## src/rtl/and_gate.sv

```systemverilog
// and_gate: bitwise AND with a registered copy, an all-ones flag and a saturating count of non-zero cycles
module and_gate #(
  parameter int WIDTH = 1,
  parameter int CNT_W = 8
) (
  input  logic             clk,
  input  logic             rst_n,
  input  logic [WIDTH-1:0] in1,
  input  logic [WIDTH-1:0] in2,
  output logic [WIDTH-1:0] out1,
  output logic [WIDTH-1:0] out1_q,
  output logic             all_one,
  output logic [CNT_W-1:0] hit_cnt
);
  assign out1 = in1 & in2;
  always_ff @(posedge clk or negedge rst_n) begin
    if (!rst_n) begin
      out1_q  <= '0;
      all_one <= 1'b0;
      hit_cnt <= '0;
    end else begin
      out1_q  <= out1;
      all_one <= &out1;
      if (|out1 && hit_cnt != '1) hit_cnt <= hit_cnt + CNT_W'(1);
    end
  end
endmodule

```

## config.mk

```make
export PLATFORM = sky130hd
export DESIGN_NAME = and_gate
export DESIGN_NICKNAME = d
export VERILOG_FILES = /design/src/rtl/and_gate.sv
export SDC_FILE = /design/constraint.sdc
export NUM_CORES = 1
export LEC_CHECK = 0
export ABC_AREA = 1
export BUFFER_PORTS_ARGS = -buffer_cell sky130_fd_sc_hd__buf_2
export CAP_MARGIN = 20
export CORE_AREA = 2 2 39 41
export CTS_CLUSTER_DIAMETER = 150
export DETAILED_ROUTE_END_ITERATION = 6
export DIE_AREA = 0 0 41 43
export PLACE_DENSITY_LB_ADDON = 0.2
export SLEW_MARGIN = 20
export SYNTH_ARGS = -nofsm -noshare
export SYNTH_HDL_FRONTEND = slang
export SYNTH_SLANG_ARGS = --single-unit
```

## constraint.sdc

```tcl
create_clock -name clk -period 1.6 [get_ports clk]
set_input_delay 0.24 -clock clk [delete_from_list [all_inputs] [get_ports clk]]
set_output_delay 0.24 -clock clk [all_outputs]
set_load 0.01 [all_outputs]
```

==> results.sh <==
export IMPL_period_share_pct=84.5
export IMPL_crit_slowest_cell="dfrtp_1"
export IMPL_nNetsFinal=88
export IMPL_n_antenna_cell=0
export IMPL_p_comb_share_pct=28.5
export IMPL_path_delay_family="simple AND/OR/NAND/NOR gates"
export IMPL_overflow=0
export IMPL_yosysWarnings=0
export IMPL_critPathLaunchType="flip-flop"
export IMPL_syn_inst=65
export IMPL_critPathKind="reg -> reg"
export IMPL_grt_max_degree=10
export IMPL_synth_flop_cell="dfrtp_1"
export IMPL_io_buffers=14
export IMPL_worstPathCellList="ha_1 -> nand2_2 -> nor2_2 -> nand2_4 -> nand2_8 -> inv_4 -> nand2_1 -> nand2_1"
export IMPL_grt_setup_unrepaired="false"
export IMPL_seqCellArea_um2=225
export IMPL_syn_area_per_cell_um2=7.99
export IMPL_synth_cells_most_frequent="22 x nand2_1, 9 x dfrtp_1, 6 x inv_1, 6 x nor2_1, 4 x nand3_1"
export IMPL_status="completed"
export IMPL_first_pass_iters=4
export IMPL_cp_num_buf_inv=1
export IMPL_switchingPower_mw=0.272
export IMPL_wirelength_um=964
export IMPL_synthArstFlopShare_pct=100
export IMPL_drv_cap=0
export IMPL_grt_pass1_vias=391
export IMPL_areaGrowthSynthToFinish_pct=21.7
export IMPL_worstMarginPinSlew_ps=250
export IMPL_slew_violations=0
export IMPL_finalSetupViolations=0
export IMPL_post_cts_setup_buffer_count=0
export IMPL_synth_seq_area_share_pct=43.4
export IMPL_yosysTopAreaCell="dfrtp_1"
export IMPL_switching_share_pct=36.9
export IMPL_cts_tree="built"
export IMPL_clk_pin_slew_ps=70
export IMPL_required_ps=1750
export IMPL_grt_use_total_pct=13.7
export IMPL_synth_edf_count=0
export IMPL_cts_resized=0
export IMPL_ys_types=18
export IMPL_max_slew_margin_pct=83.3
export IMPL_intPower_mw=0.466
export IMPL_avgRoutedWirePerCell_um=9.84
export IMPL_via_per_inst=4.41
export IMPL_drc_errors=0
export IMPL_h_tree_depth=1
export IMPL_worstSetupEndpointType="flip-flop"
export IMPL_multiInputGateArea_um2=250
export IMPL_final_layout_size_suffix_gt1_share_pct=31.7
export IMPL_power_frac_seq_pct=47.9
export IMPL_cts_root_buffer="clkbuf_4"
export IMPL_clock_power_share_pct=23.6
export IMPL_route_vias_total=432
export IMPL_gp_congestion=0.711
export IMPL_insertion_delay_ps=260
export IMPL_p_per_area_nw_per_um2=1170
export IMPL_crit_path_frequent_cell="nand2_1"
export IMPL_syn_nets=70
export IMPL_synthesis_area_um2=519
export IMPL_start_util_pct=37.5
export IMPL_crit_cells=8
export IMPL_die_area_um2=1760
export IMPL_ff2ff_path_depth=8
export IMPL_vdd_drop_max_v=0.000752
export IMPL_dieHeight_um=43
export IMPL_clkSinkCount=9
export IMPL_n_fill_cell=146
export IMPL_synth_seq_cells=9
export IMPL_slowest_delay_ps=440
export IMPL_num_rows=14
export IMPL_fp_coreArea_um2=1380
export IMPL_fin_area_um2=632
export IMPL_num_io_pins=15
export IMPL_max_freq_mhz=739
export IMPL_numCtsBuffers=3
export IMPL_antenna_found_initial=0
export IMPL_dp_hpwl_um=756
export IMPL_synth_most_common_cell="nand2_1"
export IMPL_clock_path_buffers=2
export IMPL_drt_iter0_drc=4
export IMPL_finalCriticalPeriod_ps=1350
export IMPL_hold_class="in -> async"
export IMPL_skew_ps=6.88
export IMPL_worst_ep_arrival_time_ps=1500
export IMPL_leakagePower_nw=0.353
export IMPL_synth_area_leaders="dfrtp_1 43%, nand2_1 16%, inv_1 4.3%"
export IMPL_postRouteAntennaNets=0
export IMPL_die_w_um=41
export IMPL_worst_path_max_fanout=7
export IMPL_fin_setup_tns_ps=0
export IMPL_final_core_util_pct=45.7
export IMPL_hold_viol=0
export IMPL_synth_top_area_share_pct=43.4
export IMPL_grt_pass1_wl_um=1570
export IMPL_postPlaceCellArea_um2=594
## sequential cells by signal, indices dropped and copies added, names as in the netlist
signal and flops:
hit_cnt 8, all_one 1
## worst paths after layout
kind,start,end,slack (ps)
hold / removal,rst_n,hit_cnt[6],350
max in group asynchronous,rst_n,hit_cnt[1],1070
setup / recovery,hit_cnt[0],hit_cnt[1],250
min in group clk,in2,all_one,360
hold reg to reg,hit_cnt[7],hit_cnt[7],540
setup reg to reg,hit_cnt[0],hit_cnt[1],250
## placed cells by master, fill, tap and decap left out, drive strengths merged
cell type	count
nand2	27
buf	14
dfrtp	9
nor2	8
inv	7
nand3	4
clkbuf	3
a21oi	2
xnor2	2
o21ai	2
a21o	1
ha	1
clkinv	1
dlygate4sd3	1
## routing by layer
metal / vias up / GRT usage (%) / routed length (µm)
met2: 6 / 18.4 / 461
met1: 190 / 17.1 / 453
met4: 0 / 12.0 / 9
met5: - / 0 / 0
li1: 234 / - / -
met3: 2 / 3.14 / 40
## power groups by stage
stage	clock [mW]	sequential (mW)	combinational (mW)
finish	0.174	0.353	0.210
global route	0.194	0.368	0.243
CTS	0.184	0.355	0.215
detailed placement	0	0.359	0.212
global placement	0	0.356	0.212
floorplan	0	0.356	0.147
## final cells by class
cell class / instances / share of cell area, %
clock buffers: 3 / 3.56
clock inverters: 1 / 0.792
inverters: 7 / 4.55
multi-input cells: 47 / 39.6
flip-flops and latches: 9 / 35.6
well taps: 16 / 3.17
repair buffers: 15 / 12.7
## worst reg2reg max path: stages, from the launching register on
cell	delay, ps
dfrtp_1	440
ha_1	280
nand2_2	90
nor2_2	130
nand2_4	90
nand2_8	90
inv_4	50
nand2_1	50
nand2_1	40
## per-stage QoR
stage / setup WS [ps] / instances / hold WS, ps / power [mW]
floorplan: 299 / 65 / -55.6 / 0.503
global placement: 288 / 93 / 109 / 0.568
detailed placement: 246 / 93 / 106 / 0.570
CTS: 236 / 98 / 349 / 0.755
global route: 138 / 98 / 356 / 0.805
finish: 247 / 98 / 349 / 0.738
## kinds of logic after synthesis
group	after synthesis	share of synthesized area (%)
and+or+nand+nor	39	37.1
buffers and inverters	9	8.43
DFF	9	43.4
AOI/OAI and AO/OA	5	5.30
xor gates and xnor gates	2	3.37
adders and majority gates	1	2.41
## timing repair
item	4_1_cts	5_1_grt
setup endpoints to repair	0	0
hold endpoints to repair	9	0
hold buffers	1	0
(Power assumes the default switching activity.)
